<file path="config.mk">
export PLATFORM = sky130hd
export DESIGN_NAME = ps2_rx_controller
export DESIGN_NICKNAME = d
export VERILOG_FILES = /design/src/rtl/ps2_rx_controller.sv
export SDC_FILE = /design/constraint.sdc
export NUM_CORES = 1
export LEC_CHECK = 0
export ABC_AREA = 1
export CORE_MARGIN = 10
export CORE_UTILIZATION = 59
export DETAILED_ROUTE_END_ITERATION = 10
export PLACE_DENSITY = 0.89
export SLEW_MARGIN = 10
export SYNTH_ARGS = -nofsm -noshare
export SYNTH_HDL_FRONTEND = slang
export SYNTH_SLANG_ARGS = --single-unit
</file>
<file path="constraint.sdc">
create_clock -name clk -period 2.9 [get_ports clk]
set_input_delay 0.87 -clock clk [delete_from_list [all_inputs] [get_ports clk]]
set_output_delay 0.87 -clock clk [all_outputs]
set_load 0.02 [all_outputs]
</file>
<file path="src/rtl/ps2_rx_controller.sv">
// PS/2 device-to-host receiver: deframes start/8 data LSB-first/odd parity/stop into data/valid/err.
// Latency: outputs update on the 4th clk edge after the stop-bit ps2_clk fall; no backpressure, a new frame overwrites.
// Optional frame timeout when PS2_TIMEOUT_EN is defined.
module ps2_rx_controller #(
  parameter int TIMEOUT_CYCLES = 20000
) (
  input  logic       clk,
  input  logic       rst,
  input  logic       ps2_clk,
  input  logic       ps2_data,
  output logic [7:0] data,
  output logic       valid,
  output logic       err
);

  typedef enum logic [1:0] {IDLE, DATA, PARITY, STOP} state_t;

  state_t     state, state_nxt;
  logic       clk_s1, clk_s2, clk_prev, dat_s1, dat_s2;
  logic       fall_q, bit_q;
  logic [2:0] bit_cnt;
  logic [7:0] shreg;
  logic       par_acc, par_err;
  logic       timeout;
  logic       start_en, shift_en, par_en, stop_en;

  // Registered edge pulse and matching data tap keep the two aligned.
  always_ff @(posedge clk or posedge rst) begin
    if (rst) begin
      clk_s1   <= 1'b1;
      clk_s2   <= 1'b1;
      clk_prev <= 1'b1;
      dat_s1   <= 1'b1;
      dat_s2   <= 1'b1;
      fall_q   <= 1'b0;
      bit_q    <= 1'b1;
    end else begin
      clk_s1   <= ps2_clk;
      clk_s2   <= clk_s1;
      clk_prev <= clk_s2;
      dat_s1   <= ps2_data;
      dat_s2   <= dat_s1;
      fall_q   <= clk_prev & ~clk_s2;
      bit_q    <= dat_s2;
    end
  end

`ifdef PS2_TIMEOUT_EN
  localparam int TW = $clog2(TIMEOUT_CYCLES + 1);
  logic [TW-1:0] to_cnt;

  always_ff @(posedge clk or posedge rst) begin
    if (rst)                          to_cnt <= '0;
    else if (state == IDLE || fall_q) to_cnt <= '0;
    else if (!timeout)                to_cnt <= to_cnt + 1'b1;
  end

  assign timeout = (to_cnt == TW'(TIMEOUT_CYCLES));
`else
  // Without the timeout feature the parameter has no effect.
  assign timeout = (TIMEOUT_CYCLES < 0);
`endif

  always_ff @(posedge clk or posedge rst) begin
    if (rst) state <= IDLE;
    else     state <= state_nxt;
  end

  always_comb begin
    state_nxt = state;
    if (timeout) begin
      state_nxt = IDLE;
    end else if (fall_q) begin
      case (state)
        IDLE:    if (!bit_q) state_nxt = DATA;
        DATA:    if (bit_cnt == 3'd7) state_nxt = PARITY;
        PARITY:  state_nxt = STOP;
        STOP:    state_nxt = IDLE;
        default: state_nxt = IDLE;
      endcase
    end
  end

  always_comb begin
    start_en = 1'b0;
    shift_en = 1'b0;
    par_en   = 1'b0;
    stop_en  = 1'b0;
    if (fall_q && !timeout) begin
      start_en = (state == IDLE) && !bit_q;
      shift_en = (state == DATA);
      par_en   = (state == PARITY);
      stop_en  = (state == STOP);
    end
  end

  always_ff @(posedge clk or posedge rst) begin
    if (rst) begin
      data    <= 8'h00;
      valid   <= 1'b0;
      err     <= 1'b0;
      bit_cnt <= 3'd0;
      shreg   <= 8'h00;
      par_acc <= 1'b0;
      par_err <= 1'b0;
    end else begin
      if (start_en) begin
        valid   <= 1'b0;
        err     <= 1'b0;
        bit_cnt <= 3'd0;
        par_acc <= 1'b0;
      end
      if (shift_en) begin
        shreg   <= {bit_q, shreg[7:1]};
        par_acc <= par_acc ^ bit_q;
        bit_cnt <= bit_cnt + 3'd1;
      end
      // Odd parity: data ones plus parity bit must be odd.
      if (par_en)
        par_err <= ~(par_acc ^ bit_q);
      if (stop_en) begin
        data  <= shreg;
        valid <= 1'b1;
        err   <= par_err | ~bit_q;
      end
      if (timeout) begin
        valid <= 1'b1;
        err   <= 1'b1;
      end
    end
  end

endmodule

</file>
==> impl.org <==
** Final layout
- Net count, final :: 157
- 0 antenna diodes ended up in the layout.
- Area added between synthesis and finish :: 14.0%
- Fill cells in the final layout number 169.
- Cells with a size suffix above 1 make up 23.0% of the layout.
- In the final layout, flip-flops and latches occupy 808 um2.
- Summing all multi-input logic gate instances after layout gives 482 um2.
- Fin area :: 0.00159 mm2

** Placed design
- Port bufs :: 13
- Sum of net half-perimeters after detailed placement :: 1730 um
- Gpl congestion :: 0.754
- Standard cell area after detailed placement :: 0.00154 mm2

** Floorplan
- The initial utilization of the core area, before any placement, comes to 62.6%.
- In this run the horizontal extent of the chip is 68.7 um.
- In this run the vertical extent of the chip is 68.7 um.
- The die covers 0.00472 mm2.
- Row generation in the floorplan step produced 17 rows.
- Ports placed on the boundary :: 14
- The total area inside the core boundary comes to 0.00223 mm2.

** Power and ir drop
- Proportion of total power due to net switching :: 35.2%
- The analysis attributes to cell leakage a power of 0.793 nW.
- Internal portion of total power :: 869 uW
- Clock Power Share :: 19.4%
- Power share of the sequential group :: 47.8%
- Combinational logic burns 32.9% of the power.
- Summed over all nets, the switching power comes to 473 uW.
- Across the VDD grid, the largest voltage drop is 0.501 mV.
- Areal power density over the cells :: 842 mW/mm2

** CTS
- Post-cts sizing count :: 0
- Counting the buffers created by CTS gives 5.
- Number of levels the H-tree was split into :: 2
- TritonCTS built the clock tree.
- Number of clock sinks :: 32
- After clock tree synthesis, the clock-pin slew on the worst setup and hold paths is 0.10 ns.
- No sink is reached through more buffers than the 2 on the longest clock path.
- Buffer cell driving the clock tree root :: clkbuf_4
- Worst skew pair latency :: 0.33 ns
- Hold_buf cts :: 0
- The number of setup buffers added after CTS is 0.

** Min path
- Hold Crit Depth :: 0
- For hold timing, the worst endpoint is dat_s2$_DFF_PP1_.
- In this run the most critical hold path is launched from dat_s1$_DFF_PP1_.
- In this run the worst hold path is classified as flop to flop.

** Route
- Ratio of routed vias to standard cells :: 5.08
- Dividing the detail-routed wire length by the instance count gives 13.3 um.
- The routed design has 2340 um of wire.
- The first detailed-routing pass ran for 4 iterations.
- After detailed routing, the number of remaining DRC violations is 0.
- Initial drt markers :: 38
- Count of antenna-violating nets left after detailed routing :: 0
- The routed layout has 894 vias.

** Global route
- Entering global routing, the biggest net connects 23 pins.
- Global routing used 6.44% of the available met3 tracks.
- Global routing used 18.1% of the available met2 tracks.
- After global routing the overflow that remains totals 0.
- GRT Total Usage :: 11.8%
- Met1 track demand over resource in global routing :: 13.0%
- The first global-routing pass estimated 4040 um of wire.
- Global routing's busiest layer :: met2
- Number of global-route vias before repair :: 913
- The initial antenna violation count was 0.

** Synth
- Leading post-synthesis cells by cell area :: dfrtp_1 (47%), dfstp_2 (11%), nand2_1 (10%)
- Among all flip-flop cells after synthesis, the most frequent one is dfrtp_1.
- Leading post-synthesis cells by instance count :: nand2_1 (38), dfrtp_1 (26), inv_1 (16)
- In the synthesized netlist, the number of instances is 130.
- Averaged over all synthesized cells, the footprint is 10.8 um2.
- Counting flops with a built-in enable in the synthesized netlist gives 0.
- The synthesized netlist occupies a cell area of 0.00140 mm2.
- Synth Net Count :: 140
- Synthesis-stage register bit count :: 32
- Of all flip-flops after synthesis, the portion carrying an async set or reset was 100%.
- During synthesis, Yosys emitted a total of 0 warnings.
- Count of distinct cell types in the synthesized netlist :: 18
- Sequential area share after synthesis :: 57.8%
- Most common cell in the netlist :: nand2_1
- The synthesized design devotes to its leading area cell type 46.5% of total area.
- Post-synthesis cell type with the largest combined area :: dfrtp_1

** Flow run
- Max-cap violations in this run came to 0.

** Timing
- Worst Tran Pin Value :: 0.613 ns
- The final number of hold-violating endpoints is 0.
- Final Slew Violations :: 0
- Worst max-slew margin expressed relative to the limit :: 59.1%
- Max Fclk :: 457 MHz
- Setup violators final :: 0
- Setup clock skew after layout :: 0.00926 ns
- Setup total negative slack on the finished layout was measured at 0 ns.
- Final min period :: 2.19 ns
- On the final layout, the worst hold slack is 0.354 ns.
- Setup repair after global routing left no endpoint under its margin.
- Dividing the final minimum period by the clock period gives 75.5%.

** Worst setup path
- Slack of the worst reg-to-reg path :: 1.56 ns
- Buffers & Inverters on Critical Path :: 1
- In this run the critical register-to-register path is launched from state[1]$_DFFE_PP0P_.
- In this run the worst path has a maximum fanout of 2.
- Among cell families on the critical path, the largest total delay comes from buffers and inverters.
- STA puts the critical path data required time at 2.03 ns.
- Arrival time of data at the critical path endpoint :: 1.32 ns
- Destination of the worst register-to-register timing path :: par_acc$_DFFE_PP0P_
- The critical path goes through clkdlybuf4s50_1.
- CP Class :: flop to output port
- Critical Path Start Type :: flop
- Depth of the critical timing path with buffers and inverters included :: 1
- Longest individual stage delay on the worst path :: 0.61 ns
- Cell with the biggest individual delay on the critical path :: clkdlybuf4s50_1
- The worst setup path is captured at an output port.
- Counting cells, the worst reg-to-reg path comes to 6.

** Status
- Run status :: completed
==> registers in the layout, summed over array words and instances (netlist names) <==
signal	count
shreg	8
clk_s1	1
clk_s2	1
bit_cnt	3
par_acc	1
state	2
clk_prev	1
dat_s2	1
bit_q	1
fall_q	1
data	8
valid	1
err	1
dat_s1	1
par_err	1
==> stage by stage <==
| step | setup slack, ns | util (%) | instances | total power, mW |
|---|---|---|---|---|
| after floorplan | 1.35 | - | 130 | 0.961 |
| after global placement | 1.05 | 68.7 | 168 | 1.06 |
| after detailed placement | 1.01 | 68.7 | 168 | 1.10 |
| after CTS | 0.704 | 71.4 | 176 | 1.36 |
| after global routing | 0.636 | 71.4 | 176 | 1.45 |
| final | 0.710 | 71.4 | 176 | 1.34 |
==> power by group through the flow <==
stage / combinational [mW] / sequential, mW / clock (mW)
2_1_floorplan: 0.287 / 0.674 / 0
3_3_place_gp: 0.421 / 0.642 / 0
3_5_place_dp: 0.448 / 0.649 / 0
4_1_cts: 0.450 / 0.641 / 0.265
5_1_grt: 0.493 / 0.660 / 0.294
6_report: 0.441 / 0.641 / 0.260
==> layout by cell type, fill, tap and decap left out <==
cell type        instances
a21oi_1                  1
buf_12                   1
clkbuf_1                 2
clkbuf_4                 5
clkbuf_8                 1
clkdlybuf4s50_1         13
dfrtp_1                 26
dfstp_2                  6
ha_1                     6
inv_1                   16
nand2_1                 38
nand2_4                  1
nand2_8                  1
nand3_1                  8
nand3_2                  2
nand4_1                  1
nor2_1                   1
o21ai_2                 15
o21bai_1                 1
or2_0                    1
or2_2                    2
==> final cells by class <==
type	count	share of cell area [%]
Clock buffer	8	3.69
Inverter	16	3.77
Multi-Input combinational cell	78	30.2
Sequential cell	32	50.7
Tap cell	28	2.20
Timing Repair Buffer	14	9.42
==> per-layer routing <==
metal | up-vias | routed length (um)
li1 | 443 | -
met1 | 432 | 1010
met2 | 15 | 1140
met3 | 4 | 155
met4 | 0 | 29
met5 | - | 0
==> cells by family after synthesis <==
group           count (synthesis)  share of synthesized area (%)
compound gates                 17                           10.3
fa+ha+maj                       6                           5.37
buf+inv                        20                           7.78
flops                          32                           57.8
simple gates                   55                           18.8
==> worst max path at each step <==
| stage | start | endpoint | slack, ns |
|---|---|---|---|
| global route | data[7]$_DFFE_PP0P_ | data[7] | 0.64 |
| detailed placement | rst | clk_s2$_DFF_PP1_ | 1.01 |
| finish | err$_DFFE_PP0P_ | err | 0.71 |
| CTS | err$_DFFE_PP0P_ | err | 0.70 |
| global placement | rst | clk_prev$_DFF_PP1_ | 1.05 |
| floorplan | rst | bit_cnt[0]$_DFFE_PP0P_ | 1.35 |
(Power assumes the default switching activity.)
==> edit, RTL diff (same settings) <==
Re-encode `state_t` (4 states) as Gray code, 2 bits wide.
--- a/src/rtl/ps2_rx_controller.sv
+++ b/src/rtl/ps2_rx_controller.sv
@@ -14,5 +14,5 @@
 );
 
-  typedef enum logic [1:0] {IDLE, DATA, PARITY, STOP} state_t;
+  typedef enum logic [1:0] {IDLE = 2'b00, DATA = 2'b01, PARITY = 2'b11, STOP = 2'b10} state_t;
 
   state_t     state, state_nxt;
Behaviour: same outputs for any inputs over 10 cycles, from zero or initial values and one cycle with rst high; not proved beyond that.
==> edit against the unedited design <==
Final cell count is 3.4% lower; worst hold slack better by 5.3 ps; wire length is 13% lower; sequential cell count stayed put; synthesized area is 9.7% lower; final area is 7.6% lower; worst setup slack better by 19 ps; synthesized cell count is 4.6% lower; critical path depth stayed put; total power is 17% lower; critical path type unchanged; critical endpoint is now data[7]; largest cell class unchanged; highest routed layer unchanged.
==> edit: results (changes against the unedited design) <==
Logic synthesis
  – Main synth FF type: dfrtp_1
  – Async S/R FF share, synth: 100% (unchanged)
  – Synth cell count leaders: 34 x nand2_1, 26 x dfrtp_1, 16 x inv_1
  – Syn Nets: 130 (-7.1%)
  – Yosys cell types: 18 (unchanged)
  – Seq/Total Area, Yosys: 64.0% (+6.2 points)
  – Largest cells by area after synthesis: dfrtp_1 51%, dfstp_2 12%, nand2_1 10%
  – Total number of yosys warnings: 0 (unchanged)

Finish
  – Diodes inserted: 0 (unchanged)
  – Top flop regs: data: 8 flops, shreg: 8 flops, bit_cnt: 3 flops
  – Fillers: 140 (-17%)
  – Share of layout cells above drive strength 1: 17.5% (-5.5 points)
  – Final nets: 148 (-5.7%)

Clock network
  – CTS root buf: clkbuf_4
  – Clock buffer depth: 2 (unchanged)
  – Resized cells post-CTS: 0 (unchanged)
  – Worst skew pair latency: 320 ps
  – # Post-CTS Setup Buffers: 0 (unchanged)
  – Reg clk slew, reported paths: around 90 ps
  – Number of buffers created by CTS: 5 (unchanged)
  – CTS H-tree depth: 2 (unchanged)

Setup path
  – Critical path's largest stage delay: roughly 620 ps
  – Critical path data arrival time: 1300 ps (-20 ps)
  – Slowest-stage cell, CP: clkdlybuf4s50_1
  – CP delay by family, top: buffers and inverters
  – Crit path max fanout: 2 (unchanged)
  – R2r setup slk: 1290 ps (-270 ps)
  – Worst Reg-to-Reg Cells: 3 (-3)

Hold path
  – Worst hold path type: reg2reg
  – Worst Hold Path Cells: 0 (unchanged)

Global route
  – All-layer global routing usage: 10.6% (-1.2 points)
  – Largest net degree at the start of global routing: 33 (+43%)
  – First-pass GRT wire length: 3430 microns (-15%)
  – Vias in the first global route: 799 (-12%)
  – Initial antenna violation count: 0 (unchanged)

Placement
  – Final GP Congestion: 0.816 (+8.2%)
  – Input/output buffers: 13 (unchanged)
  – Post-DP HPWL: 1420 microns (-18%)

Pwr
  – IR drop worst, VDD: 614 uV (+23%)
  – LEAKAGE: 0.736 nW (-7.2%)

Timing
  – Clk_skew: 7.17 ps (-2.10 ps)
  – Max-slew headroom: 55.5% (-3.6 points)

Detailed routing
  – Initial drt markers: 33 (-13%)
  – Wire per inst: 12.0 microns (-9.5%)
  – Number of vias per cell: 4.89 (-3.7%)
  – First-pass iteration count of the detailed router: 4 (unchanged)

Run status
  – Status: finished clean
[edit: cell types whose count changed after synthesis, sizes merged, moves of 2 or more]
| cell | unedited run | this run |
|---|---|---|
| ha | 6 | 2 |
| nand2 | 40 | 36 |
| nand3 | 10 | 7 |
| nor2 | 1 | 6 |
| o21ai | 15 | 17 |
| or2 | 3 | 1 |
[edit: path summary, 6_finish.rpt]
kind | from | to
max reg2reg | fall_q | bit_cnt[0]
max in group asynchronous | rst | dat_s2
min in group asynchronous | rst | data[3]
max | data[7] | data[7]
min reg2reg | clk_s1 | clk_s2
min | clk_s1 | clk_s2
[edit: layout make-up]
cell class,count,area (sq um),share of cell area (%)
clock buffers,8,58.8,3.99
repair buffers,14,138,9.35
well taps,27,33.8,2.29
multi-input cells,72,370,25.1
inverters,17,63.8,4.33
flip-flops and latches,32,808,54.9
[edit: cell families (layout without fill, tap and decap cells)]
| kind of cell | count (synthesis) | after routing | share of synthesized area (%) |
|---|---|---|---|
| fa+ha+maj | 2 | 2 | 1.98 |
| flops | 32 | 32 | 64.0 |
| compound gates | 18 | 18 | 9.21 |
| xor+xnor | 2 | 2 | 1.39 |
| simple gates | 50 | 50 | 16.7 |
| buf+inv | 20 | 39 | 6.73 |
[edit: per-layer routing]
metal | track usage [%] | up-vias | wire [microns]
met5 | 0 | - | 0
met4 | 7.85 | 0 | 13
met3 | 4.24 | 2 | 153
met2 | 17.2 | 25 | 1060
met1 | 10.7 | 382 | 815
li1 | - | 423 | -
[edit: per-stage QoR]
| stage | instance area [sq um] | worst slack, ps | cells | hold slack, ps | util, % |
|---|---|---|---|---|---|
| final | 1470 | 729 | 170 | 359 | 73.6 |
| after CTS | 1470 | 697 | 170 | 363 | 73.6 |
| after floorplan | 1260 | 1350 | 124 | 345 | - |
| after global routing | 1470 | 659 | 170 | 371 | 73.6 |
| after detailed placement | 1410 | 1060 | 162 | 351 | 70.6 |
| after global placement | 1410 | 1080 | 162 | 345 | 70.6 |
[edit: report_power, final]
part	internal, W	switching [W]	total (W)
clock network	0.000120	0.000136	0.000256
registers	0.000551	0.0000687	0.000619
logic	0.0000907	0.000141	0.000232
total	0.000761	0.000346	0.00111
